$ cat config.mk
export PLATFORM = sky130hd
export DESIGN_NAME = cdb_arbiter
export DESIGN_NICKNAME = d
export VERILOG_FILES = /design/src/rtl/cdb_arbiter_pkg.sv /design/src/rtl/cdb_src_fifo.sv /design/src/rtl/cdb_arbiter.sv
export SDC_FILE = /design/constraint.sdc
export NUM_CORES = 1
export LEC_CHECK = 0
export ABC_CLOCK_PERIOD_IN_PS = 4700
export CAP_MARGIN = 30
export CORE_ASPECT_RATIO = 0.5
export CORE_MARGIN = 2
export CORE_UTILIZATION = 48
export CTS_CLUSTER_DIAMETER = 200
export DETAILED_ROUTE_END_ITERATION = 16
export GPL_ROUTABILITY_DRIVEN = 0
export HOLD_SLACK_MARGIN = 0.12
export PLACE_DENSITY_LB_ADDON = 0.1
export RECOVER_POWER = 100
export SLEW_MARGIN = 40
export SYNTH_ARGS = -nofsm -noshare
export SYNTH_HDL_FRONTEND = slang
export SYNTH_SLANG_ARGS = --single-unit
$ cat constraint.sdc
create_clock -name clk -period 4.7 [get_ports clk]
set_clock_uncertainty 0.15 [all_clocks]
set_input_delay 0.94 -clock clk [delete_from_list [all_inputs] [get_ports clk]]
set_output_delay 0.94 -clock clk [all_outputs]
set_load 0.1 [all_outputs]
$ cat src/rtl/cdb_arbiter_pkg.sv
// Shared CPU definitions for the CDB arbiter: ROB/result widths, CDB source indices
// and the round-robin successor helper.
package cdb_arbiter_pkg;

   localparam int CPU_ROB_W   = 6;
   localparam int CPU_DATA_W  = 32;
   localparam int CDB_NSRC    = 2;
   localparam int CDB_SRC_ALU = 0;
   localparam int CDB_SRC_LSB = 1;

   function automatic int rr_next(input int idx, input int n);
      return (idx + 1) % n;
   endfunction

endpackage

$ cat src/rtl/cdb_src_fifo.sv
// Per-source result FIFO feeding the CDB arbiter; rdy freezes it, flush empties it.
// Caller guarantees push only when not full and pop only when not empty.
module cdb_src_fifo
   import cdb_arbiter_pkg::*;
#(
   parameter int W     = CPU_ROB_W + CPU_DATA_W,
   parameter int DEPTH = 2
) (
   input  logic                       clk,
   input  logic                       rst,
   input  logic                       rdy,
   input  logic                       flush,
   input  logic                       push,
   input  logic [W-1:0]               din,
   input  logic                       pop,
   output logic [W-1:0]               dout,
   output logic [$clog2(DEPTH):0]     count
);

   localparam int AW    = $clog2(DEPTH);
   localparam int CNT_W = AW + 1;

   logic [W-1:0]     mem_q [DEPTH];
   logic [W-1:0]     mem_d [DEPTH];
   logic [AW-1:0]    wr_ptr_q, wr_ptr_d;
   logic [AW-1:0]    rd_ptr_q, rd_ptr_d;
   logic [CNT_W-1:0] count_q, count_d;

   always_comb begin
      mem_d    = mem_q;
      wr_ptr_d = wr_ptr_q;
      rd_ptr_d = rd_ptr_q;
      count_d  = count_q;
      if (rdy) begin
         if (flush) begin
            wr_ptr_d = '0;
            rd_ptr_d = '0;
            count_d  = '0;
         end else begin
            if (push) begin
               mem_d[wr_ptr_q] = din;
               wr_ptr_d        = wr_ptr_q + AW'(1);
            end
            if (pop) rd_ptr_d = rd_ptr_q + AW'(1);
            case ({push, pop})
               2'b10:   count_d = count_q + CNT_W'(1);
               2'b01:   count_d = count_q - CNT_W'(1);
               default: count_d = count_q;
            endcase
         end
      end
   end

   always_ff @(posedge clk) begin
      if (rst) begin
         wr_ptr_q <= '0;
         rd_ptr_q <= '0;
         count_q  <= '0;
      end else begin
         wr_ptr_q <= wr_ptr_d;
         rd_ptr_q <= rd_ptr_d;
         count_q  <= count_d;
      end
   end

   // Storage carries data only; emptiness is tracked by count_q, so it needs no reset.
   always_ff @(posedge clk) begin
      mem_q <= mem_d;
   end

   assign dout  = mem_q[rd_ptr_q];
   assign count = count_q;

endmodule

$ cat src/rtl/cdb_arbiter.sv
// Round-robin arbiter sharing the registered CDB broadcast among per-source FIFOs.
// Optional CDB_ARB_PERF_EN adds per-source grant and backpressure counters.
module cdb_arbiter
   import cdb_arbiter_pkg::*;
#(
   parameter int NSRC       = CDB_NSRC,
   parameter int ROB_W      = CPU_ROB_W,
   parameter int DATA_W     = CPU_DATA_W,
   parameter int FIFO_DEPTH = 2
) (
   input  logic                     clk,
   input  logic                     rst,
   input  logic                     rdy,
   input  logic                     flush,
   input  logic [NSRC-1:0]          src_valid,
   input  logic [NSRC*ROB_W-1:0]    src_rob_index,
   input  logic [NSRC*DATA_W-1:0]   src_value,
   output logic [NSRC-1:0]          src_ready,
   output logic                     cdb_valid,
   output logic [ROB_W-1:0]         cdb_rob_index,
   output logic [DATA_W-1:0]        cdb_value
`ifdef CDB_ARB_PERF_EN
   ,
   output logic [NSRC*32-1:0]       perf_grant_cnt,
   output logic [NSRC*32-1:0]       perf_stall_cnt
`endif
);

   localparam int ENT_W = ROB_W + DATA_W;
   localparam int CNT_W = $clog2(FIFO_DEPTH) + 1;
   localparam int PTR_W = (NSRC > 1) ? $clog2(NSRC) : 1;

   logic [NSRC-1:0]   push;
   logic [NSRC-1:0]   pop;
   logic [NSRC-1:0]   nonempty;
   logic [ENT_W-1:0]  head  [NSRC];
   logic [CNT_W-1:0]  count [NSRC];

   logic              grant_found;
   logic [PTR_W-1:0]  grant_idx;
   logic [PTR_W-1:0]  cand;

   logic [PTR_W-1:0]  rr_ptr_q, rr_ptr_d;
   logic              cdb_valid_q, cdb_valid_d;
   logic [ROB_W-1:0]  cdb_rob_index_q, cdb_rob_index_d;
   logic [DATA_W-1:0] cdb_value_q, cdb_value_d;

   // Ready looks only at the registered count: a full FIFO refuses even while being popped.
   for (genvar i = 0; i < NSRC; i++) begin : g_src
      assign nonempty[i]  = (count[i] != '0);
      assign src_ready[i] = (count[i] != CNT_W'(FIFO_DEPTH));
      assign push[i]      = rdy & ~flush & src_valid[i] & src_ready[i];
      assign pop[i]       = rdy & ~flush & grant_found & (grant_idx == PTR_W'(i));

      cdb_src_fifo #(
         .W     (ENT_W),
         .DEPTH (FIFO_DEPTH)
      ) u_fifo (
         .clk   (clk),
         .rst   (rst),
         .rdy   (rdy),
         .flush (flush),
         .push  (push[i]),
         .din   ({src_rob_index[i*ROB_W +: ROB_W], src_value[i*DATA_W +: DATA_W]}),
         .pop   (pop[i]),
         .dout  (head[i]),
         .count (count[i])
      );
   end

   always_comb begin
      grant_found = 1'b0;
      grant_idx   = '0;
      cand        = '0;
      for (int k = 0; k < NSRC; k++) begin
         cand = PTR_W'((int'(rr_ptr_q) + k) % NSRC);
         if (!grant_found && nonempty[cand]) begin
            grant_found = 1'b1;
            grant_idx   = cand;
         end
      end
   end

   always_comb begin
      rr_ptr_d        = rr_ptr_q;
      cdb_valid_d     = cdb_valid_q;
      cdb_rob_index_d = cdb_rob_index_q;
      cdb_value_d     = cdb_value_q;
      if (rdy) begin
         if (flush) begin
            cdb_valid_d = 1'b0;
         end else if (grant_found) begin
            cdb_valid_d                    = 1'b1;
            {cdb_rob_index_d, cdb_value_d} = head[grant_idx];
            rr_ptr_d                       = PTR_W'(rr_next(int'(grant_idx), NSRC));
         end else begin
            cdb_valid_d = 1'b0;
         end
      end
   end

   always_ff @(posedge clk) begin
      if (rst) begin
         rr_ptr_q        <= '0;
         cdb_valid_q     <= 1'b0;
         cdb_rob_index_q <= '0;
         cdb_value_q     <= '0;
      end else begin
         rr_ptr_q        <= rr_ptr_d;
         cdb_valid_q     <= cdb_valid_d;
         cdb_rob_index_q <= cdb_rob_index_d;
         cdb_value_q     <= cdb_value_d;
      end
   end

   assign cdb_valid     = cdb_valid_q;
   assign cdb_rob_index = cdb_rob_index_q;
   assign cdb_value     = cdb_value_q;

`ifdef CDB_ARB_PERF_EN
   // Counters survive flush; only rst clears them.
   logic [31:0] grant_cnt_q [NSRC];
   logic [31:0] grant_cnt_d [NSRC];
   logic [31:0] stall_cnt_q [NSRC];
   logic [31:0] stall_cnt_d [NSRC];

   always_comb begin
      for (int i = 0; i < NSRC; i++) begin
         grant_cnt_d[i] = grant_cnt_q[i] + 32'(pop[i]);
         stall_cnt_d[i] = stall_cnt_q[i] + 32'(rdy & src_valid[i] & ~src_ready[i]);
      end
   end

   always_ff @(posedge clk) begin
      for (int i = 0; i < NSRC; i++) begin
         if (rst) begin
            grant_cnt_q[i] <= '0;
            stall_cnt_q[i] <= '0;
         end else begin
            grant_cnt_q[i] <= grant_cnt_d[i];
            stall_cnt_q[i] <= stall_cnt_d[i];
         end
      end
   end

   for (genvar i = 0; i < NSRC; i++) begin : g_perf
      assign perf_grant_cnt[i*32 +: 32] = grant_cnt_q[i];
      assign perf_stall_cnt[i*32 +: 32] = stall_cnt_q[i];
   end
`endif

endmodule

### After elaboration in Yosys (flattened, before gate mapping)

Cells that the tools add are included.

* register bits after elaboration: 200
* input bits: 82
* output and inout port bits: 41
* word-level logic and storage cells: 112

* add/sub/neg operators: 10
* $lt $le $gt $ge: 9
* equality and inequality tests: 6
* multiplexer cells: 37
* bitwise gates (word level): 15
* reductions and logical operators: 21

Operators with widths (number)
* 38-bit 2-to-1 mux: 11
* 76-bit bitwise mux: 2
* 38-bit demux with 1-bit select: 2
* 1-bit 2-to-1 mux: 18
* 2-bit AND reduction: 6
* 2-bit nonzero test: 6
* 2-bit >= comparator, second input constant: 5
* 1-bit inverter with 2-bit output: 5
* 3-bit AND reduction: 3
* 1-bit bitwise AND: 8
* 2-bit one-hot mux with 2 select lines: 2
* 1-bit adder, second input constant: 6
* 3-bit nonzero test: 2
* 2-bit by 1-bit adder with 2-bit output, second input constant: 2
* 2-bit by 1-bit equality test with 1-bit output, second input constant: 2
* 2-bit equality test, second input constant: 2
* 1-bit by 2-bit less-than comparator with 1-bit output, second input constant: 2
* 2-bit by 1-bit less-than comparator with 1-bit output, second input constant: 2
* 2-bit 2-to-1 mux: 2
* 2-bit != test, second input constant: 2
* 2-bit by 1-bit subtractor with 2-bit output, second input constant: 2
* 1-bit logical AND: 3
* 1-bit inverter: 2
* 1-bit zero test: 1

### Logic depth before layout (Yosys ltp)

Gate-level depths: netlist (run 1).

* depth in word-level cells: 12
* mapped depth: 7
* depth with buffers taken out: 4

### Cells and area by module

From an unflattened synthesis (run 1), not the netlist that was laid out.

* cells, all modules: 563
* area total of the unflattened synthesis: 8145.3 um^2

By module, submodules not included
* cdb_src_fifo: times used 2, cells an instance 146, area an instance 2972.9 um^2, seq. area each 2362.3 um^2
* cdb_arbiter: times used 1, cells an instance 271, area an instance 2199.6 um^2, seq. area each 800.8 um^2

### Worst setup path after synthesis (run 1)

Ideal clock, no wire load.

* path type: register to register
* start: register g_src[0].u_fifo.count_q[0]
* end: register g_src[0].u_fifo.mem_q[38] (netlist name), enable pin
* setup time: 483 ps
* arrival time: 4081 ps
* data required time: 4067 ps
* path slack: -14 ps
* stages on the path, launching flop included: 4
* buffers on the path: 0
* period minus slack after synthesis: 4714 ps
* path through: dfxtp_1 > nand2b_1 > nand2_1 > nor3_1

* word-level cells in the longest chain between the ends: 3

Ends and longest elaborated chain
* from (decl): line cdb_src_fifo.sv:27 `logic [CNT_W-1:0] count_q, count_d;`
* from (signal assigned): line cdb_src_fifo.sv:62 `count_q <= count_d;`
* 2-bit != test: line cdb_arbiter.sv:51 `assign src_ready[i] = (count[i] != CNT_W'(FIFO_DEPTH));`
* via src_ready[0]: line cdb_arbiter.sv:18 `output logic [NSRC-1:0] src_ready,`
* 1-bit bitwise AND: line cdb_arbiter.sv:52 `assign push[i] = rdy & ~flush & src_valid[i] & src_ready[i];`
* 3-bit AND reduction (no line)
* to (signal assigned): line cdb_src_fifo.sv:68 `mem_q <= mem_d;`
* to (decl): line cdb_src_fifo.sv:23 `logic [W-1:0] mem_q [DEPTH];`

The timed path passes the listed nets, and every way through them passes these cells.
A chain may end at the register's enable or synchronous reset.

### Final worst setup path (run 1)

* start: input rdy
* end: register cdb_value_q[20] (netlist: cdb_value[20])

* word-level cells in the longest chain between the ends: 1

Ends and longest elaborated chain
* from (decl): line cdb_arbiter.sv:13 `input logic rdy,`
* 3-bit AND reduction (no line)
* to (signal assigned): line cdb_arbiter.sv:112 `cdb_value_q <= cdb_value_d;`
* to (decl): line cdb_arbiter.sv:46 `logic [DATA_W-1:0] cdb_value_q, cdb_value_d;`

Every way passes these cells.

==> results of run 1 <==
## layer usage
metal	vias up	track usage [%]
met5	-	0
met4	0	5.56
met3	15	4.21
met2	99	30.1
met1	2112	25.3
li1	1995	-
## logic make-up after synthesis
logic type | after synthesis | synth area share [%]
AOI/OAI and AO/OA | 64 | 7.50
muxes | 77 | 11.0
and+or+nand+nor | 73 | 4.67
DFF | 200 | 74.4
buffers and inverters | 28 | 2.19
xor gates and xnor gates | 2 | 0.236
## final timing paths
check,cells past startpoint,end,startpoint
setup / recovery,6,cdb_value[20],rdy
hold / removal,2,cdb_valid,cdb_valid
setup reg to reg,5,cdb_value[20],g_src[0].u_fifo.count[1]
hold reg to reg,2,cdb_valid,cdb_valid
## final cells by class
cell class | count | area share [%]
repair buffers | 132 | 11.4
clock inverters | 15 | 1.76
multi-input cells | 216 | 19.0
well taps | 204 | 2.78
diodes | 1 | 0.0273
flip-flops and latches | 200 | 60.3
inverters | 3 | 0.123
clock buffers | 17 | 4.64
## cell usage in the layout, fill, tap and decap left out, types with 3 or more instances in the layout
master           Yosys  layout
edfxtp_1           152     152
dlygate4sd3_1        0      77
dfxtp_1             48      46
nor2_1              42      42
clkbuf_1             8      42
mux2i_1             39      39
mux2_2              38      38
a221o_1             38      38
clkbuf_16            0      17
nand2_1             11      11
a21oi_1              7       7
nor3_1               5       5
buf_4                3       5
o21ai_0              4       4
a31oi_1              4       4
inv_6                0       4
clkinv_4             0       4
clkdlybuf4s50_1      0       4
inv_1                3       3
inv_8                0       3
## sequential cells by signal (all words and copies together) (netlist names)
signal	flops
g_src.u_fifo.count	4
rr_ptr_q	1
g_src.u_fifo.wr_ptr_q	2
cdb_valid	1
cdb_value	32
g_src.u_fifo.mem_q	152
cdb_rob_index	6
g_src.u_fifo.rd_ptr_q	2
## per-stage QoR
step | setup slack [ns] | total power, W
3_3_place_gp | 1.21 | 0.00221
6_report | 1.07 | 0.00359
2_1_floorplan | 0.00129 | 0.00210
5_1_grt | 0.768 | 0.00371
3_5_place_dp | 1.14 | 0.00221
4_1_cts | 1.57 | 0.00364
## worst reg2reg max path: stages, from the launching register on
cell,delay (ns)
dfxtp_1,0.38
o21bai_2,0.35
nand4b_1,1.03
buf_4,0.59
nor2_1,0.15
a221o_1,0.12
## power groups by stage
stage / combinational [W] / sequential, W / clock, W
2_1_floorplan: 0.0000662 / 0.00203 / 0
3_3_place_gp: 0.000224 / 0.00199 / 0
3_5_place_dp: 0.000221 / 0.00199 / 0
4_1_cts: 0.000222 / 0.00195 / 0.00147
5_1_grt: 0.000217 / 0.00195 / 0.00154
6_report: 0.000203 / 0.00195 / 0.00144
==> results_dict.tcl, run 1 <==
set metrics [dict create \
    status "finished, final reports clean" \
    dp_cells 755 \
    hold_path_class "reg -> reg" \
    power.net_switching_w 0.000820 \
    die_h_microns 92.0 \
    met2_length_microns 7000 \
    slew_violations 0 \
    hold_buffers 0 \
    die-area_sq_um 16500 \
    start_kind "input pin" \
    cap_viol_max_count 0 \
    wirelength_microns 14800 \
    first_pass_iters 4 \
    cp.required_ns 4.91 \
    worstSetupPathType "in -> reg" \
    worstMarginPinSlew_ns 1.26 \
    cp_slowest_cell "nand4b_1" \
    netlist_instances 444 \
    regArea_sq_um 5530 \
    path_buf_inv 2 \
    cts_tree "yes" \
    multi_input_area_sq_um 1740 \
    worstPathArrival_ns 3.84 \
    synthMostInstantiatedCell "edfxtp_1" \
    holdWs_ns 0.312 \
    finalSetupViolCount 0 \
    crit_fanout 24 \
    setup_tns_ns 0 \
    synth_fp_nets 526 \
    postPlaceCellArea_sq_um 8670 \
    syn_area_per_cell_sq_um 16.7 \
    grt_use_total_pct 18.6 \
    layout.cells.non_filler 788 \
    post_cts_buffers 0 \
    via_per_inst 5.36 \
    routed-wl-met3_microns 648 \
    grt_pass1_vias 4390 \
    ant_nets 0 \
    fin_crit_sh_pct 77.2 \
    end_kind "register" \
    synth-seq-area-share_pct 74.4 \
    synthDistinctLibCells 40 \
    synth_area_sq_um 7430 \
    clk_latency_ns 0.42 \
    grt_pass1_wl_microns 23300 \
    layout-drive-gt1-share_pct 14.9 \
    topRoutingLayerUsed "met4" \
    slew_headroom_pct 15.3 \
    ys_warn_count 0 \
    antenna_found_initial 1 \
    utilization_pct 60.1 \
    hpwlAfterDp_microns 9240 \
    combPwrFrac_pct 5.6 \
    ys.flop_type "edfxtp_1" \
    initial_core_util_pct 48.7 \
    first_iter_violations 258 \
    clockPowerShare_pct 40.1 \
    synth_edf_count 152 \
    via_count 4221 \
    rsz0062_at_grt "no" \
    clock_sinks 200 \
    ioPinCount 123 \
    p_int_w 0.00277 \
    nFillCells 1211 \
    core_sq_um 15300 \
    swShare_pct 22.9 \
    hold_viol_final 0 \
    vdd_drop_max_mv 0.284 \
    cts_resized 0 \
    nets 652 \
    p_seq_share_pct 54.3 \
    drc 0 \
    synth_top_area_share_pct 61.5 \
    slowest_delay_ns 0.99 \
    clk_pin_slew_ns 0.08 \
    r2r_slack_ns 1.87 \
    fmax_mhz 276 \
    critPathTopFamily "simple AND/OR/NAND/NOR gates" \
    min_period_ns 3.63 \
    cts_buffer_depth 2 \
    synth_top_area_cell "edfxtp_1" \
    syn_to_final_growth_pct 23.4 \
    final_area_sq_um 9170 \
    cts_made_buffers 17 \
    synthTopCellsByCount "edfxtp_1 (152), dfxtp_1 (48), nor2_1 (42)" \
    rows 32 \
    clockRootBuffer "clkbuf_16" \
    powerDensity_nw_per_um2 391 \
    grt_remaining_overflow 0 \
    grt_max_degree 41 \
    synthArstFlopShare_pct 0 \
    htreeDepth 4 \
    wl_met1_microns 7040 \
    die_x_microns 180 \
    wl_per_cell_microns 18.8 \
    power_leakage_nw 3.02 \
    yosys-top-cells-area "edfxtp_1 (61%), dfxtp_1 (13%), mux2_2 (5.8%), mux2i_1 (5.3%), a221o_1 (5.1%)" \
    numPortBuffers 122 \
    cp_cell_sequence "dlygate4sd3_1 > and2b_1 > nand4b_1 > buf_4 > nor2_1 > a221o_1" \
    synth-seq-cells 200 \
]
(Power assumes the default switching activity.)
==> inputs of run 2 (changes only) <==
--- a/config.mk
+++ b/config.mk
@@ -5,7 +5,7 @@
 export SDC_FILE = /design/constraint.sdc
 export NUM_CORES = 1
 export LEC_CHECK = 0
-export ABC_CLOCK_PERIOD_IN_PS = 4700
+export ABC_CLOCK_PERIOD_IN_PS = 3000
 export CAP_MARGIN = 30
 export CORE_ASPECT_RATIO = 0.5
 export CORE_MARGIN = 2
==> constraint.sdc (replaced) <==
create_clock -name clk -period 3 [get_ports clk]
set_clock_uncertainty 0.15 [all_clocks]
set_input_delay 0.6 -clock clk [delete_from_list [all_inputs] [get_ports clk]]
set_output_delay 0.6 -clock clk [all_outputs]
set_load 0.1 [all_outputs]
==> results_dict.tcl, run 2 (same netlist as run 1, synthesis figures left out) <==
set metrics [dict create \
    worstSetupPathType "in -> reg" \
    initial_core_util_pct 48.7 \
    rr_startpoint "g_src[0].u_fifo.count[0]" \
    ioPinCount 123 \
    antenna_cells 0 \
    start_kind "input pin" \
    cp_slowest_cell "dlygate4sd3_1" \
    via_count 4209 \
    clk_latency_ns 0.42 \
    clockRootBuffer "clkbuf_16" \
    die-area_sq_um 16500 \
    cts_tree "yes" \
    hold_buffers 0 \
    antenna_found_initial 0 \
    slew_violations 0 \
    regArea_sq_um 5530 \
    die_x_microns 180 \
    r2r_slack_ns 0.83 \
    hold_viol_final 0 \
    min_period_ns 2.52 \
    grt_remaining_overflow 0 \
    critPathTopFamily "buffers and inverters" \
    htreeDepth 4 \
    setup_tns_ns 0 \
    drc 0 \
    grt_pass1_wl_microns 23400 \
    syn_to_final_growth_pct 25.0 \
    hold_path_class "reg -> reg" \
    hpwlAfterDp_microns 9390 \
    rsz0062_at_grt "no" \
    clock_sinks 200 \
    nets 658 \
    power.total_w 0.00570 \
    cts_made_buffers 17 \
    powerDensity_nw_per_um2 614 \
    ant_nets 0 \
    layout-drive-gt1-share_pct 16.1 \
    finalSetupViolCount 0 \
    worstHoldStart "cdb_valid" \
    vdd_drop_max_mv 0.418 \
    regMostFlops "g_src.u_fifo.mem_q" \
    largest_reg_flops 152 \
    grt_pass1_vias 4225 \
    cp_cell_sequence "dlygate4sd3_1 > nand2b_1 > nor3_1 > clkbuf_2" \
    cap_viol_max_count 0 \
    fmax_mhz 397 \
    path_buf_inv 2 \
    cts_buffer_depth 2 \
    worstRegToRegCells 4 \
    rows 32 \
    wl_per_cell_microns 18.8 \
    first_pass_iters 5 \
    holdPathStages 2 \
    end_kind "register" \
    grt_use_total_pct 18.7 \
    grt_max_degree 40 \
    holdWs_ns 0.305 \
    worstMarginPinSlew_ns 1.22 \
    utilization_pct 60.9 \
    clk_pin_slew_ns 0.07 \
    hold_end "cdb_valid" \
    die_h_microns 92.0 \
    fin_crit_sh_pct 83.9 \
    status "finished, final reports clean" \
    worstPathArrival_ns 2.41 \
    final_cell_mix "edfxtp_1 (152), dlygate4sd3_1 (77), dfxtp_1 (46)" \
    post_cts_buffers 0 \
    rr_endpoint "g_src[0].u_fifo.mem_q[55]" \
    layout_commonest_cell "edfxtp_1" \
    core_sq_um 15300 \
    nFillCells 1214 \
    first_iter_violations 236 \
    cts_resized 0 \
    wirelength_microns 14900 \
    power_leakage_nw 3.09 \
    slew_headroom_pct 19.3 \
    multi_input_area_sq_um 1730 \
    cp.required_ns 2.89 \
    slowest_delay_ns 0.66 \
    crit_fanout 24 \
    via_per_inst 5.31 \
    numPortBuffers 122 \
]
## run 2: cell count changes in the layout (fill, tap and decap cells not counted), sizes merged
cell      previous run  this run
buf                  6        11
bufinv               1         2
clkbuf              62        63
clkinv               6         5
clkinvlp             1         0
diode                1         0
inv                 10        11
## run 2: worst max path at each step
stage / cells past startpoint / end / slack, ns / startpoint
after floorplan: 3 / g_src[1].u_fifo.mem_q[38] / -0.48 / g_src[1].u_fifo.count[1]
after global placement: 5 / cdb_value[7] / 0.20 / rdy
after detailed placement: 4 / g_src[0].u_fifo.mem_q[75] / 0.30 / rdy
after CTS: 4 / g_src[0].u_fifo.mem_q[49] / 0.74 / rdy
after global routing: 4 / g_src[0].u_fifo.mem_q[49] / 0.37 / rdy
final: 4 / g_src[0].u_fifo.mem_q[55] / 0.48 / rdy
## run 2: layer usage
| metal | wire, microns | track usage [%] | vias up |
|---|---|---|---|
| li1 | - | - | 2001 |
| met1 | 7220 | 27.1 | 2101 |
| met5 | 0 | 0 | - |
| met4 | 38 | 4.81 | 0 |
| met3 | 757 | 4.77 | 2 |
| met2 | 6930 | 28.5 | 105 |
## run 2: where the power goes
group / leakage [nW] / internal, W / total, W / switching (W)
Sequential: 1.77 / 0.00303 / 0.00305 / 0.0000196
Clock: 0.300 / 0.00127 / 0.00233 / 0.00106
Combinational: 1.02 / 0.000133 / 0.000331 / 0.000198
## run 2: final cells by class
class	count	share of cell area [%]
sequential	200	59.5
multi-input combinational	216	18.6
timing repair buffer	138	12.5
clock buffer	17	4.58
tap	204	2.75
clock inverter	15	1.94
inverter	3	0.121
## run 2: tightest hold or removal path: cells and delay by family (launching register included)
family | cells | cell delay (ns)
flops | 1 | 0.31
compound gates | 1 | 0.05
simple gates | 1 | 0.05
## run 2: through the flow
| stage | setup WS, ns | std cells | area [sq um] |
|---|---|---|---|
| final | 0.484 | 793 | 9280 |
| after global routing | 0.374 | 793 | 9280 |
| after CTS | 0.744 | 793 | 9510 |
| after detailed placement | 0.300 | 761 | 8910 |
| after global placement | 0.204 | 760 | 8880 |
| after floorplan | -0.480 | 444 | 7460 |
